### src/rtl/mult_sequencer_pkg.sv
// mult_sequencer_pkg
//   Shared definitions for the multi-cycle multiply unit and the controller
//   that drives it: sequencer state encodings and the MIPS SPECIAL funct codes
//   the controller decodes into start / is_signed / wr_hi / wr_lo.
package mult_sequencer_pkg;

  typedef enum logic [1:0] {
    S_IDLE = 2'd0,
    S_RUN  = 2'd1,
    S_FIX  = 2'd2
  } state_t;

  localparam logic [5:0] FUNCT_MFHI  = 6'h10;
  localparam logic [5:0] FUNCT_MTHI  = 6'h11;
  localparam logic [5:0] FUNCT_MFLO  = 6'h12;
  localparam logic [5:0] FUNCT_MTLO  = 6'h13;
  localparam logic [5:0] FUNCT_MULT  = 6'h18;
  localparam logic [5:0] FUNCT_MULTU = 6'h19;

endpackage

### src/rtl/mult_sequencer.sv
// mult_sequencer
//   Radix-2 shift-add multiplier for MULT/MULTU plus the HI/LO register pair
//   read by MFHI/MFLO and written by MTHI/MTLO. A multiply takes a fixed
//   WIDTH+1 cycles: WIDTH add/shift steps on operand magnitudes, then one
//   cycle to apply the sign and commit {hi,lo}.
// Ports
//   clk        rising-edge clock
//   reset      asynchronous reset, active low (0 = reset)
//   start      begin a multiply (accepted only when idle)
//   is_signed  1 = MULT (two's complement), 0 = MULTU
//   a, b       operands (rs, rt), sampled with start
//   cancel     synchronous abort of an in-flight multiply; hi/lo untouched
//   wr_hi      MTHI strobe (ignored while busy)
//   wr_lo      MTLO strobe (ignored while busy)
//   wdata      MTHI/MTLO data
//   hi, lo     HI/LO register contents
//   busy       high while a multiply is in flight
//   done       one-cycle pulse after hi/lo were written by a multiply
module mult_sequencer
  import mult_sequencer_pkg::*;
#(
  parameter int WIDTH = 32
) (
  input  logic             clk,
  input  logic             reset,
  input  logic             start,
  input  logic             is_signed,
  input  logic [WIDTH-1:0] a,
  input  logic [WIDTH-1:0] b,
  input  logic             cancel,
  input  logic             wr_hi,
  input  logic             wr_lo,
  input  logic [WIDTH-1:0] wdata,
  output logic [WIDTH-1:0] hi,
  output logic [WIDTH-1:0] lo,
  output logic             busy,
  output logic             done
);

  localparam int CW = (WIDTH > 1) ? $clog2(WIDTH) : 1;
  localparam logic [CW-1:0] LAST_STEP = CW'(WIDTH - 1);

  state_t state, next_state;

  logic [WIDTH-1:0]   mcand;
  logic [WIDTH-1:0]   mplier;
  logic [WIDTH-1:0]   acc_hi;
  logic [CW-1:0]      cnt;
  logic               neg;

  logic [WIDTH-1:0]   a_mag;
  logic [WIDTH-1:0]   b_mag;
  logic [WIDTH:0]     step_sum;
  logic [2*WIDTH-1:0] raw_prod;
  logic [2*WIDTH-1:0] product;
  logic               start_accept;
  logic               fix_commit;

  // Operand magnitudes. The most negative value negates to itself, which read
  // as unsigned is exactly its magnitude, so no extra bit is needed.
  always_comb begin
    a_mag = a;
    b_mag = b;
    if (is_signed && a[WIDTH-1]) a_mag = -a;
    if (is_signed && b[WIDTH-1]) b_mag = -b;
  end

  // One add/shift step: the carry out of the add becomes the new MSB of the
  // upper accumulator half after the right shift. The multiplier register
  // doubles as the lower product half as its bits are consumed.
  always_comb begin
    step_sum = {1'b0, acc_hi};
    if (mplier[0]) step_sum = {1'b0, acc_hi} + {1'b0, mcand};
    raw_prod = {acc_hi, mplier};
    product  = neg ? -raw_prod : raw_prod;
  end

  assign start_accept = (state == S_IDLE) && start && !cancel;
  assign fix_commit   = (state == S_FIX) && !cancel;
  assign busy         = (state != S_IDLE);

  always_ff @(posedge clk or negedge reset) begin
    if (!reset) state <= S_IDLE;
    else        state <= next_state;
  end

  always_comb begin
    next_state = state;
    case (state)
      S_IDLE: if (start_accept) next_state = S_RUN;
      S_RUN: begin
        if (cancel)                 next_state = S_IDLE;
        else if (cnt == LAST_STEP)  next_state = S_FIX;
      end
      S_FIX:   next_state = S_IDLE;
      default: next_state = S_IDLE;
    endcase
  end

  always_ff @(posedge clk or negedge reset) begin
    if (!reset) begin
      mcand  <= '0;
      mplier <= '0;
      acc_hi <= '0;
      cnt    <= '0;
      neg    <= 1'b0;
    end else if (start_accept) begin
      mcand  <= a_mag;
      mplier <= b_mag;
      acc_hi <= '0;
      cnt    <= '0;
      neg    <= is_signed & (a[WIDTH-1] ^ b[WIDTH-1]);
    end else if ((state == S_RUN) && !cancel) begin
      acc_hi <= step_sum[WIDTH:1];
      mplier <= {step_sum[0], mplier[WIDTH-1:1]};
      cnt    <= cnt + 1'b1;
    end
  end

  // HI/LO: a committing multiply has priority; software writes only land
  // while idle, and may share an edge with an accepted start.
  always_ff @(posedge clk or negedge reset) begin
    if (!reset) begin
      hi   <= '0;
      lo   <= '0;
      done <= 1'b0;
    end else begin
      done <= fix_commit;
      if (fix_commit) begin
        hi <= product[2*WIDTH-1:WIDTH];
        lo <= product[WIDTH-1:0];
      end else if (state == S_IDLE) begin
        if (wr_hi) hi <= wdata;
        if (wr_lo) lo <= wdata;
      end
    end
  end

endmodule

### config.mk
export PLATFORM = sky130hd
export DESIGN_NAME = mult_sequencer
export DESIGN_NICKNAME = d
export VERILOG_FILES = /design/src/rtl/mult_sequencer_pkg.sv /design/src/rtl/mult_sequencer.sv
export SDC_FILE = /design/constraint.sdc
export NUM_CORES = 1
export LEC_CHECK = 0
export BUFFER_PORTS_ARGS = -buffer_cell sky130_fd_sc_hd__buf_2
export CORE_MARGIN = 2
export CORE_UTILIZATION = 37
export DETAILED_ROUTE_END_ITERATION = 8
export PLACE_DENSITY = 0.55
export SYNTH_ARGS = -nofsm -noshare
export SYNTH_HDL_FRONTEND = slang
export SYNTH_SLANG_ARGS = --single-unit
### constraint.sdc
create_clock -name clk -period 3.2 [get_ports clk]
set_input_delay 0.16 -clock clk [delete_from_list [all_inputs] [get_ports clk]]
set_output_delay 0.16 -clock clk [all_outputs]
set_load 0.1 [all_outputs]
==> results of run 1 <==
-- worst max-delay path by stage --
stage,startpoint,to,slack (ps),cells past startpoint
6_report,acc_hi[20]$_DFFE_PN0P_,hi[31]$_DFFE_PN0P_,170,8
5_1_grt,mcand[0]$_DFFE_PN0P_,acc_hi[31]$_DFFE_PN0P_,40,10
3_3_place_gp,acc_hi[20]$_DFFE_PN0P_,hi[31]$_DFFE_PN0P_,190,8
3_5_place_dp,acc_hi[20]$_DFFE_PN0P_,hi[31]$_DFFE_PN0P_,180,8
4_1_cts,acc_hi[20]$_DFFE_PN0P_,hi[31]$_DFFE_PN0P_,160,8
2_1_floorplan,acc_hi[20]$_DFFE_PN0P_,hi[31]$_DFFE_PN0P_,210,8
-- state kept, by name, indices dropped and copies added, names as in the netlist --
| signal | cells |
|---|---|
| acc_hi | 32 |
| cnt | 5 |
| done | 1 |
| hi | 32 |
| lo | 32 |
| mcand | 32 |
| mplier | 32 |
| neg | 1 |
| state | 2 |
-- through the flow --
step           setup slack (ps)  util, %
2_1_floorplan               214        -
3_3_place_gp                190     42.9
3_5_place_dp                176     42.9
4_1_cts                     159     44.9
5_1_grt                    36.4     44.9
6_report                    166     44.9
-- worst register-to-register path, stage by stage (launching register included) --
cell and delay, ps:
dfrtp_1 380, or4_4 560, or4_4 440, or3_4 350
or3_4 350, or3_4 340, o31ai_2 240, xor2_1 160
a21oi_1 80
-- routing by layer --
layer,vias up,wire length (um),GRT usage [%]
li1,4981,-,-
met1,4697,16900,32.2
met2,275,14300,31.3
met3,21,1630,2.49
met4,0,445,4.92
met5,-,0,0
-- cells in the final DEF, fill, tap and decap left out, types with 30 or more instances in the layout --
| cell type | instances |
|---|---|
| xor2_1 | 73 |
| dfrtp_1 | 169 |
| xnor2_1 | 77 |
| buf_4 | 48 |
| nor2_1 | 50 |
| o31ai_1 | 32 |
| a21oi_1 | 104 |
| mux2i_1 | 48 |
| o21ai_0 | 169 |
| ha_1 | 37 |
| buf_2 | 167 |
| a211oi_1 | 31 |
| a22oi_1 | 30 |
| nand2_1 | 152 |
-- power by group through the flow --
stage          Combinational, mW  Sequential (mW)  Clock [mW]
6_report                    4.95             3.18        2.14
3_5_place_dp                4.93             3.21           0
3_3_place_gp                4.92             3.21           0
5_1_grt                     5.42             3.25        2.27
2_1_floorplan               2.56             4.13           0
4_1_cts                     4.95             3.17        2.18
-- area by class of cell --
class | count | area, um2 | area share (%)
Clock buffer | 18 | 439 | 3.29
Timing Repair Buffer | 221 | 1300 | 9.72
Multi-Input combinational cell | 1023 | 6700 | 50.2
Tap cell | 390 | 488 | 3.66
Inverter | 11 | 41.3 | 0.309
Clock inverter | 14 | 159 | 1.19
Sequential cell | 169 | 4230 | 31.7
-- logic make-up (layout without fill, tap and decap cells) --
family / count (synthesis) / in the layout / share of synthesized area [%]
flops: 169 / 169 / 37.7
fa+ha+maj: 38 / 38 / 4.30
compound gates: 442 / 442 / 23.8
xor+xnor: 150 / 150 / 11.7
simple gates: 344 / 344 / 15.3
mux: 49 / 49 / 4.38
buf+inv: 84 / 264 / 2.81
==> metrics.yaml, run 1 <==
worst_setup_path:
  crit_type: "flip-flop to flip-flop"
  r2r-start: "acc_hi[20]$_DFFE_PN0P_"
  path_common_cell: "or3_4"
  critPathMaxStageDelay_ps: 560
  worst_path_dominant_cell_family: "simple AND/OR/NAND/NOR gates"
  crit_buf_inv: 0
  regToRegEndpoint: "hi[31]$_DFFE_PN0P_"
  rrSetupSlack_ps: 170
  worstRegToRegCells: 8
  critPathArrivalTime_ps: 3320
  crit_slowest_cell: "or4_4"
  crit_path_cell_trace: "or4_4 > or4_4 > or3_4 > or3_4 > or3_4 > o31ai_2 > xor2_1 > a21oi_1"
  cp-start-kind: "flip-flop"
  cp_max_fo: 4
  crit_path_end_kind: "flip-flop"
  cp.required_ps: 3490
run_status:
  status: "completed"
drt:
  vias_per_cell: 5.40
  firstDrtPassIters: 5
  antenna_left: 0
  drt_wl_total_um: 33300
  routed-via-count: 9974
  drt-initial-drc-count: 810
  drc: 0
  wl_per_cell_um: 18.0
die:
  chipWidth_um: 178
  die_h_um: 178
  initial_core_util_pct: 37.8
  row_count: 63
  core_mm2: 0.0297
  dieArea_mm2: 0.0317
  ios: 169
yosys:
  yosysSeqAreaShare_pct: 37.7
  syn_avg_cell_area_um2: 8.80
  ys_types: 58
  synth_edf_count: 0
  synth_top_flop_cell: "dfrtp_1"
  netlist_instances: 1276
  synthesis.nets: 1417
  async_flop_share_pct: 100
  synth_area_mm2: 0.0112
  yosys_register_bits: 169
  synth_area_leader_cell: "dfrtp_1"
  yosys-top-cells-count: "dfrtp_1 (169), o21ai_0 (169), nand2_1 (152)"
  synth.area.top_cells: "dfrtp_1 (38%), o21ai_0 (7.5%), xnor2_1 (6.0%)"
  yosysWarningCount: 0
  yosysTopAreaCellShare_pct: 37.7
sta:
  finalCritPeriodShare_pct: 94.8
  max_slew.worst_pin.slew_ps: 832
  relSlewSlack_pct: 44.4
  fmax_ghz: 0.330
  rsz0062_at_grt: "no"
  finClkSkew_ps: 20.0
  drv_slew: 0
  period_needed_ps: 3030
  tns_ps: 0
  finalHoldViolCount: 0
  setup_viol: 0
  fin_hold_ws_ps: 12.2
pwr:
  power_frac_clock_pct: 20.9
  peakVddDrop_uv: 441
  switching_power_mw: 4.73
  combPwrFrac_pct: 48.2
  sw_frac_of_total_pct: 46.1
  power.internal_mw: 5.54
  p_leak_nw: 5.85
  seqPwrFrac_pct: 30.9
  power_density_mw_per_mm2: 769
  total_power_mw: 10.3
clock_tree:
  numCtsBuffers: 17
  cts_setup_buffers: 0
  clkLatencyLatePin_ps: 440
  cts_num_sinks: 169
  cts_tree: "built"
  ctsResizeCount: 0
  ctsHtreeMaxLevel: 4
  clkTransAtPathRegs_ps: 70
  root_buffer: "clkbuf_16"
  cts_buffer_depth: 2
  cts_hold_buf: 1
placement:
  dpl.hpwl_um: 25500
  place_congestion: 0.910
  io_buffers: 168
  placed_area_mm2: 0.0127
  place_inst: 1813
finish:
  drive_gt1_share_pct: 18.9
  layout.cells.non_filler: 1846
  nets: 1584
  n_antenna_cell: 0
  area_growth_pct: 18.9
  fillers: 2976
  fin_area_mm2: 0.0133
global_routing:
  grt_pass1_wl_um: 51600
  grt_pass1_vias: 9134
  grt_overflow: 0
  grt_max_degree: 130
  grt_usage_pct: 21.0
  antenna_found_initial: 0
hold_path:
  hold_class: "primary input to flip-flop"
  min_path_cells: 3
  holdPathEnd: "mcand[31]$_DFFE_PN0P_"
  hold_start: "a[31]"
flow_run:
  maxCapViolations: 0
Power figures use the tool's default switching activity.
==> inputs of run 2 (changes only) <==
Settings changed: BUFFER_PORTS_ARGS -buffer_cell sky130_fd_sc_hd__buf_2 to default, CORE_ASPECT_RATIO from default to 1.5, DONT_BUFFER_PORTS from default to 1, GPL_TIMING_DRIVEN from default to 0, PLACE_DENSITY 0.55 to 0.5.
==> run 2 against run 1 <==
The run now ends with hold timing left. Register-to-register slack lost 110 ps. Via count grew 2.6%. Final cell count shrank 1.2%. Sequential power grew 39%. Setup slack lost 110 ps. Largest cell class unchanged.
==> metrics.yaml, run 2 (synthesis gave the netlist of run 1 again) <==
finish:
  nets: 1550
  finalCoreUtilization_pct: 45.0
  area_growth_pct: 20.5
  final_cell_mix: "o21ai_0 (167), dfrtp_1 (164), nand2_1 (152), a21oi_1 (102), dlygate4sd3_1 (99)"
  drive_gt1_share_pct: 5.91
  layout_commonest_cell: "o21ai_0"
sta:
  relSlewSlack_pct: 35.1
  finalHoldViolCount: 169
  drv_slew: 0
  fin_hold_ws_ps: -591
  finalCritPeriodShare_pct: 98.3
  finClkSkew_ps: 9.29
  fmax_ghz: 0.318
  tns_ps: 0
  setup_viol: 0
  max_slew.worst_pin.slew_ps: 973
  period_needed_ps: 3150
clock_tree:
  numCtsBuffers: 17
  clkTransAtPathRegs_ps: 70
  cts_tree: "built"
  clkLatencyLatePin_ps: 440
  cts_num_sinks: 169
  root_buffer: "clkbuf_16"
  cts_buffer_depth: 2
  ctsHtreeMaxLevel: 4
placement:
  place_congestion: 0.849
  dpl.hpwl_um: 30000
  io_buffers: 0
global_routing:
  grt_pass1_vias: 10600
  grt_overflow: 0
  grt_usage_pct: 24.8
  grt_max_degree: 170
  grt_pass1_wl_um: 60600
  antenna_found_initial: 1
hold_path:
  hold_class: "primary input to asynchronous set/reset pin"
worst_setup_path:
  crit_type: "flip-flop to flip-flop"
  cp.required_ps: 3510
  critPathMaxStageDelay_ps: 530
  worst_path_dominant_cell_family: "simple AND/OR/NAND/NOR gates"
  crit_path_end_kind: "flip-flop"
  critPathArrivalTime_ps: 3450
  crit_path_cell_trace: "or4_4 > or4_4 > nor3_4 > nand3_2 > or4_4 > o31ai_2 > xor2_1 > a21oi_1"
  cp_max_fo: 5
  crit_buf_inv: 0
  path_common_cell: "or4_4"
  cp-start-kind: "flip-flop"
  crit_slowest_cell: "or4_4"
drt:
  antenna_left: 0
  wl_per_cell_um: 21.8
  firstDrtPassIters: 5
  drc: 0
  vias_per_cell: 5.62
  drt_wl_total_um: 39700
  routed-via-count: 10200
  drt-initial-drc-count: 589
die:
  row_count: 78
  core_mm2: 0.0301
  die_h_um: 217
  dieArea_mm2: 0.0318
  chipWidth_um: 146
  ios: 169
  initial_core_util_pct: 37.3
run_status:
  violations: "hold timing"
  status: "finished, violations left"
pwr:
  power_density_mw_per_mm2: 744
  p_leak_nw: 5.45
  peakVddDrop_uv: 354
flow_run:
  maxCapViolations: 0
==> run 2: power breakdown <==
| group | total (mW) | leakage (nW) | switching, mW | internal (mW) |
|---|---|---|---|---|
| Sequential | 4.42 | 2.10 | 1.81 | 2.61 |
| Clock | 2.06 | 0.271 | 0.938 | 1.12 |
| Combinational | 3.58 | 3.08 | 2.02 | 1.56 |
| Total | 10.1 | 5.45 | 4.76 | 5.30 |
==> run 2: worst reg2reg max path: stages (launching register included) <==
cell	delay (ps)
dfrtp_2	440
or4_4	540
or4_4	480
nor3_4	280
nand3_2	120
or4_4	530
o31ai_2	250
xor2_1	260
a21oi_1	100
==> run 2: per-stage QoR <==
step | cell area [um2] | instances | power (mW) | setup slack, ps
3_5_place_dp | 11700 | 1676 | 7.73 | -463
2_1_floorplan | 11200 | 1276 | 6.69 | 214
4_1_cts | 13400 | 1808 | 9.95 | -107
5_1_grt | 13500 | 1823 | 10.6 | -31.1
6_report | 13500 | 1823 | 10.1 | 54.4
3_3_place_gp | 11700 | 1676 | 7.69 | -1170
==> run 2: layout make-up <==
type                            instances  area (um2)
Tap cell                              400         500
Buffer                                 72         270
Antenna cell                            1        2.50
Clock inverter                         12         116
Fill cell                            3073       16500
Timing Repair Buffer                  115        1110
Inverter                               11        45.0
Multi-Input combinational cell       1023        6790
Clock buffer                           20         457
Sequential cell                       169        4240
==> run 2: repair_timing <==
item                       in CTS  in global routing
hold buffers                   98                  1
hold endpoints to repair      296                170
resized for setup              13                 12
setup buffers                   3                 13
setup endpoints to repair      73                 30
pin swaps                       4                  9
==> run 2: metal layers <==
metal / share of wire (%) / vias up / GRT usage [%] / wire length, um
met4: 4.1 / 0 / 11.5 / 1640
met5: 0 / - / 0 / 0
met1: 39 / 4986 / 27.1 / 15500
li1: - / 4913 / - / -
met2: 54 / 274 / 46.9 / 21300
met3: 3.4 / 65 / 3.77 / 1340
==> run 2: worst paths after layout <==
| path | cells after the start | slack, ps | end | from |
|---|---|---|---|---|
| worst max-delay path | 8 | 50 | hi[28]$_DFFE_PN0P_ | mplier[13]$_DFFE_PN0P_ |
| worst min-delay path | 0 | -590 | lo[11]$_DFFE_PN0P_ | reset |
| worst max register to register | 8 | 50 | hi[28]$_DFFE_PN0P_ | mplier[13]$_DFFE_PN0P_ |
| worst min register to register | 2 | 490 | mcand[12]$_DFFE_PN0P_ | mcand[12]$_DFFE_PN0P_ |
| max in group asynchronous | 0 | 3490 | mplier[13]$_DFFE_PN0P_ | reset |
| min in group clk | 3 | 10 | mcand[15]$_DFFE_PN0P_ | a[14] |
